### config.mk
export PLATFORM = sky130hd
export DESIGN_NAME = piso_frame_shifter_flat
export DESIGN_NICKNAME = d
export VERILOG_FILES = /design/src/rtl/piso_frame_shifter_pkg.sv /design/src/rtl/piso_frame_shifter_if.sv /design/src/rtl/piso_frame_shifter.sv /design/src/flat_wrapper.sv
export SDC_FILE = /design/constraint.sdc
export NUM_CORES = 1
export LEC_CHECK = 0
export CAP_MARGIN = 15
export CORE_ASPECT_RATIO = 0.9
export CORE_MARGIN = 1.5
export CORE_UTILIZATION = 30
export CTS_BUF_LIST = sky130_fd_sc_hd__clkbuf_8
export CTS_CLUSTER_DIAMETER = 100
export DETAILED_ROUTE_END_ITERATION = 8
export SYNTH_ARGS = -nofsm -noshare
export SYNTH_HDL_FRONTEND = slang
export SYNTH_SLANG_ARGS = --single-unit
### constraint.sdc
create_clock -name clk -period 2.05 [get_ports clk]
set_clock_uncertainty 0.05 [all_clocks]
set_input_delay 0.41 -clock clk [delete_from_list [all_inputs] [get_ports clk]]
set_output_delay 0.41 -clock clk [all_outputs]
set_load 0.005 [all_outputs]
### src/rtl/piso_frame_shifter_pkg.sv
// piso_frame_shifter_pkg: shared state type and counter-width helper for the PISO frame shifter
package piso_pkg;
  typedef enum logic {IDLE, SHIFT} piso_state_t;
  function automatic int cnt_w(int w);
    return $clog2(w + 1);
  endfunction
endpackage

### src/rtl/piso_frame_shifter_if.sv
// piso_frame_shifter_if: control, data and status bundle of the PISO frame shifter
interface piso_frame_shifter_if #(parameter int WIDTH = 8);
  import piso_pkg::*;
  localparam int CW = cnt_w(WIDTH);
  logic load;
  logic start;
  logic inhibit;
  logic ds;
  logic [WIDTH-1:0] p;
  logic q;
  logic qb;
  logic busy;
  logic done;
  logic [CW-1:0] count;
  modport master(output load, start, inhibit, ds, p, input q, qb, busy, done, count);
  modport slave(input load, start, inhibit, ds, p, output q, qb, busy, done, count);
endinterface

### src/rtl/piso_frame_shifter.sv
// piso_frame_shifter: parametrised PISO shift register with framed transmit, busy/done status and bit counter
module piso_frame_shifter
  import piso_pkg::*;
#(
  parameter int WIDTH = 8,
  parameter bit MSB_FIRST = 1'b1
) (
  input logic clk,
  input logic rst,
  piso_frame_shifter_if.slave bus
);
  localparam int CW = cnt_w(WIDTH);
  localparam logic [CW-1:0] FULL = CW'(WIDTH);
  piso_state_t state, state_n;
  logic [WIDTH-1:0] shreg, shreg_n, shifted;
  logic [CW-1:0] cnt, cnt_n;
  logic done, done_n;
  generate
    if (MSB_FIRST) begin : g_msb
      assign shifted = {shreg[WIDTH-2:0], bus.ds};
      assign bus.q = shreg[WIDTH-1];
    end else begin : g_lsb
      assign shifted = {bus.ds, shreg[WIDTH-1:1]};
      assign bus.q = shreg[0];
    end
  endgenerate
  assign bus.qb = ~bus.q;
  assign bus.busy = (state == SHIFT);
  assign bus.done = done;
  assign bus.count = cnt;
  // next-state: load aborts, start only from idle, inhibit freezes, otherwise shift and count down a frame
  always_comb begin
    state_n = state;
    shreg_n = shreg;
    cnt_n = cnt;
    done_n = 1'b0;
    if (bus.load) begin
      shreg_n = bus.p;
      state_n = IDLE;
      cnt_n = '0;
    end else if (bus.start && state == IDLE) begin
      shreg_n = bus.p;
      state_n = SHIFT;
      cnt_n = FULL;
    end else if (!bus.inhibit) begin
      shreg_n = shifted;
      if (state == SHIFT) begin
        cnt_n = cnt - 1'b1;
        if (cnt == CW'(1)) begin
          state_n = IDLE;
          done_n = 1'b1;
        end
      end
    end
  end
  // state and datapath registers with synchronous reset
  always_ff @(posedge clk) begin
    if (rst) begin
      state <= IDLE;
      shreg <= '0;
      cnt <= '0;
      done <= 1'b0;
    end else begin
      state <= state_n;
      shreg <= shreg_n;
      cnt <= cnt_n;
      done <= done_n;
    end
  end
endmodule
### src/flat_wrapper.sv
// flat-port wrapper written by rule: the top's interface ports become plain ports
module piso_frame_shifter_flat import piso_pkg::*;
#(
  parameter int WIDTH = 8,
  parameter bit MSB_FIRST = 1'b1
)
  (clk, rst, bus_load, bus_start, bus_inhibit, bus_ds, bus_p, bus_q, bus_qb, bus_busy, bus_done, bus_count);
  piso_frame_shifter_if #(.WIDTH(WIDTH)) bus_i ();
  input logic clk;
  input logic rst;
  input wire logic [$bits(bus_i.load)-1:0] bus_load;
  input wire logic [$bits(bus_i.start)-1:0] bus_start;
  input wire logic [$bits(bus_i.inhibit)-1:0] bus_inhibit;
  input wire logic [$bits(bus_i.ds)-1:0] bus_ds;
  input wire logic [$bits(bus_i.p)-1:0] bus_p;
  output wire logic [$bits(bus_i.q)-1:0] bus_q;
  output wire logic [$bits(bus_i.qb)-1:0] bus_qb;
  output wire logic [$bits(bus_i.busy)-1:0] bus_busy;
  output wire logic [$bits(bus_i.done)-1:0] bus_done;
  output wire logic [$bits(bus_i.count)-1:0] bus_count;
  assign bus_i.load = bus_load;
  assign bus_i.start = bus_start;
  assign bus_i.inhibit = bus_inhibit;
  assign bus_i.ds = bus_ds;
  assign bus_i.p = bus_p;
  assign bus_q = bus_i.q;
  assign bus_qb = bus_i.qb;
  assign bus_busy = bus_i.busy;
  assign bus_done = bus_i.done;
  assign bus_count = bus_i.count;
  piso_frame_shifter #(.WIDTH(WIDTH), .MSB_FIRST(MSB_FIRST)) u_core (.clk(clk), .rst(rst), .bus(bus_i));
endmodule
# == Word level (Yosys, flattened, before mapping) ==
# Index checks and enable logic that the tools add are counted.
# classes
mux,11
bitwise_logic,3
add_sub_neg,1
eq_ne,3
n_reduce_logical,7
# op_table
cell,n
8-bit 2-to-1 mux,3
4-bit 2-to-1 mux,3
1-bit 2-to-1 mux,5
5-bit OR reduction,1
"4-bit by 1-bit == test with 1-bit output, second input constant",1
2-bit AND reduction,2
"4-bit by 1-bit subtractor with 4-bit output, second input constant",1
"3-bit by 2-bit != test with 1-bit output, second input constant",1
1-bit NOT,3
3-bit OR reduction,1
"2-bit by 1-bit != test with 1-bit output, second input constant",1
2-bit nonzero test,1
2-bit OR reduction,1
1-bit logical AND,1
# word_totals
input_bits,14
regBits,14

# == Longest topological paths before layout ==
# Gate-level depths: netlist of run 1.
# logic_depth
word_depth,5
mapped_depth,5
depth_no_buf,5

# == Worst setup path before layout of run 1 ==
# No wires, ideal clock.
# synth_path
kind,input to register
from,input rst
to,"register u_core.cnt[1], in the netlist u_core.bus.count[1]"
path_buffers,1
required_ns,1.914
setup_ns,0.086
path_slack_ns,0.763
cell_stages,3
arrival_time_ns,1.151
path_cell_list,clkbuf_1 or3_1 a211oi_1
# synth_via
elab_chain_len,1
# synth_rtl
item,line_no,text
from (decl),flat_wrapper.sv:10,input logic rst;
3-bit OR reduction (no line),--,
to (signal assigned),piso_frame_shifter.sv:66,cnt <= cnt_n;
to (decl),piso_frame_shifter.sv:16,"logic [CW-1:0] cnt, cnt_n;"
# No other way between the ends.
# A chain may end at the register's enable or synchronous reset.

# == Worst setup path in the final report of run 1 ==
# layout_path
from,"register u_core.state, in the netlist u_core.bus.busy"
to,output bus_busy
# layout_rtl
item,line_no,text
from (decl),piso_frame_shifter.sv:14,"piso_state_t state, state_n;"
from (signal assigned),piso_frame_shifter.sv:64,state <= state_n;
to (decl),flat_wrapper.sv:18,output wire logic [$bits(bus_i.busy)-1:0] bus_busy;
# No word-level cell between the ends.

==> results.cfg, run 1 <==
[yosys]
avgSynthCellArea_sq_um = 9.04
synth_nets = 91
syn_inst = 75
synth_top_cell_area_share_pct = 41.3
synthesis.area_sq_um = 678
seq_area_frac_synth_pct = 41.3
dominantRegCellSynth = dfxtp_1
yosysTopAreaCell = dfxtp_1
yosys-top-cells-area = dfxtp_1, mux2i_1, or3_1
synthArstFlopShare_pct = 0
synth_edf_count = 0
ys_ff_latch = 14
yosysWarnings = 0
synth_cell_type_count = 25

[worst_hold_path]
hp-start = u_core.bus.count[1]$_SDFFE_PP0N_
min_path_type = flop to flop
holdPathStages = 2
holdPathEnd = u_core.bus.count[1]$_SDFFE_PP0N_

[critical_path]
end_kind = output port
worstSetupPathType = flop to output port
ff2ff_path_depth = 3
crit_chain = clkdlybuf4s50_1
cp-start-kind = flop
cpLargestDelayFamily = buffers and inverters
cp_max_fo = 8
required_ps = 1590
cpPeakStageDelay_ps = 550
rr_endpoint = u_core.bus.count[1]$_SDFFE_PP0N_
crit_buf_inv = 1
crit_arrival_ps = 1260
slowest_stage = clkdlybuf4s50_1
r2r_start = u_core.bus.busy$_SDFFE_PP0P_
ff2ff_setup_slack_ps = 680

[cells_and_area]
nNetsFinal = 116
area_growth_syn_to_layout_pct = 41.5
fillCellCount = 231
final_core_util_pct = 44.4
layout-drive-gt1-share_pct = 7.14
antenna_cells = 0

[cts]
cts_max_path_buffers = 2
cts_max_level = 1
tritoncts = done
clk_pin_slew_ps = 50
clkSinkCount = 14
cts-root-buf = clkbuf_8
cts_made_buffers = 3
cts_setup_buffers = 0
cts_resized = 0
cts_hold_buf = 0
insertion_delay_ps = 240

[run_status]
status = completed

[drt]
wire_per_inst_microns = 11.1
postRouteAntennaNets = 0
drt_iter0_drc = 12
drcViolationCount = 0
wl_microns = 1390
dr.pass1.iters = 4
vias_per_cell = 4.90
vias = 613

[grt]
grt_overflow_total = 0
grt_pass1_wl_microns = 2150
antenna_found_initial = 0
grt_pass1_vias = 511
grt_usage_pct = 11.7
grt_max_degree = 18

[timing]
relSlewSlack_pct = 65.3
finalSetupTns_ps = 0
max_clock_freq_mhz = 583
finalSetupViolations = 0
tightest_slew_ps = 519
finalMaxSlewViolations = 0
finalCriticalPeriod_ps = 1720
final.period_utilization_pct = 83.7
hold_violations = 0
rsz0062_at_grt = no

[die]
fp.coreArea_sq_um = 2160
fp-row-count = 16
dieWidth_microns = 53.1
die_h_microns = 48.1
die-area_sq_um = 2560
start_util_pct = 31.4
io-pin-count = 22

[job]
drv_cap = 0

[power_and_ir_drop]
powerDensity_nw_per_um2 = 631
ir_worst_vdd_uv = 465
p_leak_nw = 0.358

[placed_design]
port_buffers = 21
hpwl_microns = 1020
gp_congestion = 0.726
## final cells by class
type,instances,area [sq um],area share (%)
inverter,3,11.3,1.17
clock buffer,3,41.3,4.30
multi-input combinational,54,360,37.5
timing repair buffer,24,233,24.3
sequential,14,280,29.2
tap,27,33.8,3.52
## where the power goes
part / internal (mW) / switching (mW) / total [mW]
clock: 0.130 / 0.0898 / 0.220
combinational: 0.0548 / 0.0363 / 0.0912
sequential: 0.286 / 0.00933 / 0.295
## metrics by stage
step / power, mW / setup slack (ps) / hold WS [ps] / std cells / area, sq um
after floorplan: 0.346 / 763 / 461 / 75 / 678
after detailed placement: 0.392 / 190 / 472 / 122 / 918
after global placement: 0.391 / 218 / 467 / 122 / 918
final: 0.606 / 335 / 478 / 125 / 960
after CTS: 0.611 / 333 / 480 / 125 / 960
after global routing: 0.631 / 286 / 501 / 125 / 960
## layout by cell type (no fill, tap or decap), types with 3 or more instances in the layout
cell             count
mux2i_1              8
a21oi_1              8
dfxtp_1             14
nor2_1               5
or3_1                9
inv_1                3
buf_4                3
o21ai_0              7
clkbuf_8             3
clkdlybuf4s50_1     21
## how the worst max path moves through the flow
stage | from | endpoint | cells past startpoint
after floorplan | rst | u_core.bus.count[1]$_SDFFE_PP0N_ | 3
after global placement | bus_start | u_core.bus.count[1]$_SDFFE_PP0N_ | 4
after detailed placement | bus_start | u_core.bus.count[1]$_SDFFE_PP0N_ | 4
after CTS | u_core.bus.busy$_SDFFE_PP0P_ | bus_busy | 1
after global routing | u_core.bus.busy$_SDFFE_PP0P_ | bus_busy | 1
final | u_core.bus.busy$_SDFFE_PP0P_ | bus_busy | 1
## Yosys cell counts, types with 2 or more instances
master,number
o21ai_1,2
a21oi_1,8
o21ai_0,7
inv_1,3
ha_1,2
mux2i_1,8
or3_1,9
clkbuf_1,2
nor2_1,5
dfxtp_1,14
## sequential cells by signal, summed over array words and instances, names as in the netlist
name              count
u_core.bus.busy       1
u_core.shreg          8
u_core.bus.count      4
u_core.bus.done       1
## logic make-up after synthesis
kind of cell,synth area share [%]
xor+xnor,2.58
buf+inv,5.54
simple gates,19.4
mux,11.8
compound gates,15.7
fa+ha+maj,3.69
flops,41.3
## layer usage
| layer | share of wire [%] | GRT usage, % | vias up |
|---|---|---|---|
| met5 | 0 | 0 | - |
| met4 | 0 | 3.08 | 0 |
| met3 | 5.7 | 4.60 | 0 |
| met2 | 43 | 17.8 | 19 |
| met1 | 51 | 15.7 | 279 |
| li1 | - | - | 315 |
(Power assumes the default switching activity.)
==> run 2, diff against run 1 <==
Clock period 2.05 ns to 1.75 ns, I/O delays scaled along.
==> results.cfg, run 2 (synthesis gave the netlist of run 1 again) <==
[run_status]
status = completed

[timing]
rsz0062_at_grt = no
max_clock_freq_mhz = 607
finalMaxSlewViolations = 0
hold_slack_ps = 484
finalCriticalPeriod_ps = 1650
finalSetupViolations = 0
hold_violations = 0
tightest_slew_ps = 360
relSlewSlack_pct = 75.7
final.period_utilization_pct = 94.2
finalSetupTns_ps = 0

[grt]
antenna_found_initial = 0
use_met1_pct = 18.4
grt_overflow_total = 0
gr-usage-met3_pct = 2.76
grt_usage_pct = 13.3
grt.met2_usage_pct = 18.8
grt_max_degree = 12
busiest_layer = met2
grt_pass1_wl_microns = 2380
grt_pass1_vias = 549

[worst_hold_path]
hp-start = u_core.bus.count[1]$_SDFFE_PP0N_
min_path_type = flop to flop
holdPathEnd = u_core.bus.count[1]$_SDFFE_PP0N_
holdPathStages = 2

[die]
die-area_sq_um = 2560
fp-row-count = 16
fp.coreArea_sq_um = 2160
start_util_pct = 31.4
dieWidth_microns = 53.1
die_h_microns = 48.1
io-pin-count = 22

[drt]
wire_per_inst_microns = 11.2
dr.pass1.iters = 4
wl_microns = 1450
drcViolationCount = 0
drt_iter0_drc = 15
vias_per_cell = 4.80
postRouteAntennaNets = 0
vias = 619

[placed_design]
hpwl_microns = 1090
port_buffers = 21
gp_congestion = 0.759

[cts]
insertion_delay_ps = 240
cts_made_buffers = 3
tritoncts = done
clkSinkCount = 14
cts_hold_buf = 0
cts-root-buf = clkbuf_8
cts_resized = 0
cts_max_level = 1
clk_pin_slew_ps = 60
cts_max_path_buffers = 2
cts_setup_buffers = 0

[power_and_ir_drop]
ir_worst_vdd_uv = 310
p_int_mw = 0.560
switching_share_pct = 22.5
seq_power_share_pct = 47.7
p_clk_share_pct = 35.9
p_leak_nw = 0.382
powerDensity_nw_per_um2 = 722
p_sw_mw = 0.163
total_power_mw = 0.723
power.share.combinational_pct = 16.4

[critical_path]
worstSetupPathType = flop to output port
crit_arrival_ps = 1250
required_ps = 1350
slowest_stage = clkdlybuf4s50_1
rr_endpoint = u_core.bus.count[1]$_SDFFE_PP0N_
crit_chain = clkdlybuf4s50_1
cpLargestDelayFamily = buffers and inverters
r2r_start = u_core.bus.busy$_SDFFE_PP0P_
ff2ff_path_depth = 4
cp_max_fo = 8
ff2ff_setup_slack_ps = 320
cpPeakStageDelay_ps = 550
cp-start-kind = flop
end_kind = output port
crit_buf_inv = 1

[cells_and_area]
final_common_cell = clkdlybuf4s50_1
area_growth_syn_to_layout_pct = 47.8
layout-drive-gt1-share_pct = 10.8
most-common-layout-cells = clkdlybuf4s50_1, dfxtp_1, or3_1
antenna_cells = 0
nNetsFinal = 120
fillCellCount = 233
largest_reg_flops = 8
top_register = u_core.shreg

[job]
drv_cap = 0
[run 2: cell types whose count changed in the layout (fill, tap and decap cells not counted)]
cell	before	now
buf_12	0	1
buf_4	3	6
[run 2: worst max path at each step]
stage	startpoint	end	slack (ps)	cells past startpoint
after floorplan	rst	u_core.bus.count[1]$_SDFFE_PP0N_	520	3
after global placement	bus_start	u_core.bus.count[1]$_SDFFE_PP0N_	-30	5
after detailed placement	bus_start	u_core.bus.count[1]$_SDFFE_PP0N_	-90	5
after CTS	u_core.bus.busy$_SDFFE_PP0P_	bus_busy	90	1
after global routing	u_core.bus.busy$_SDFFE_PP0P_	bus_busy	30	1
final	u_core.bus.busy$_SDFFE_PP0P_	bus_busy	100	1
[run 2: power groups by stage]
stage	sequential (mW)	combinational, mW	clock, mW
after global routing	0.348	0.131	0.285
after CTS	0.345	0.119	0.269
after global placement	0.352	0.118	0
final	0.345	0.119	0.259
after detailed placement	0.352	0.119	0
after floorplan	0.350	0.0553	0
[run 2: metal layers]
| metal | share of wire [%] | up-vias |
|---|---|---|
| met5 | 0 | - |
| met4 | 1.9 | 0 |
| met3 | 5.7 | 4 |
| met2 | 43 | 22 |
| met1 | 49 | 271 |
| li1 | - | 322 |
[run 2: layout make-up]
| cell class | instances | area (sq um) | area share [%] |
|---|---|---|---|
| Clock buffer | 3 | 41.3 | 4.12 |
| Timing Repair Buffer | 28 | 275 | 27.5 |
| Tap cell | 27 | 33.8 | 3.37 |
| Multi-Input combinational cell | 54 | 360 | 36.0 |
| Inverter | 3 | 11.3 | 1.12 |
| Sequential cell | 14 | 280 | 28.0 |
[run 2: stage by stage]
stage          cells  instance area (sq um)  util (%)  setup WS (ps)
3_5_place_dp     126                    961      44.4          -91.4
4_1_cts          129                   1000      46.4           93.5
5_1_grt          129                   1000      46.4           34.1
3_3_place_gp     126                    961      44.4          -33.0
2_1_floorplan     75                    678         -            523
6_report         129                   1000      46.4            101
[run 2: worst register-to-register path: cells and delay by family (launching register included)]
family	cells	cell delay, ps
AOI/OAI and AO/OA	1	240
buffers and inverters	1	160
DFF	1	460
and+or+nand+nor	2	440
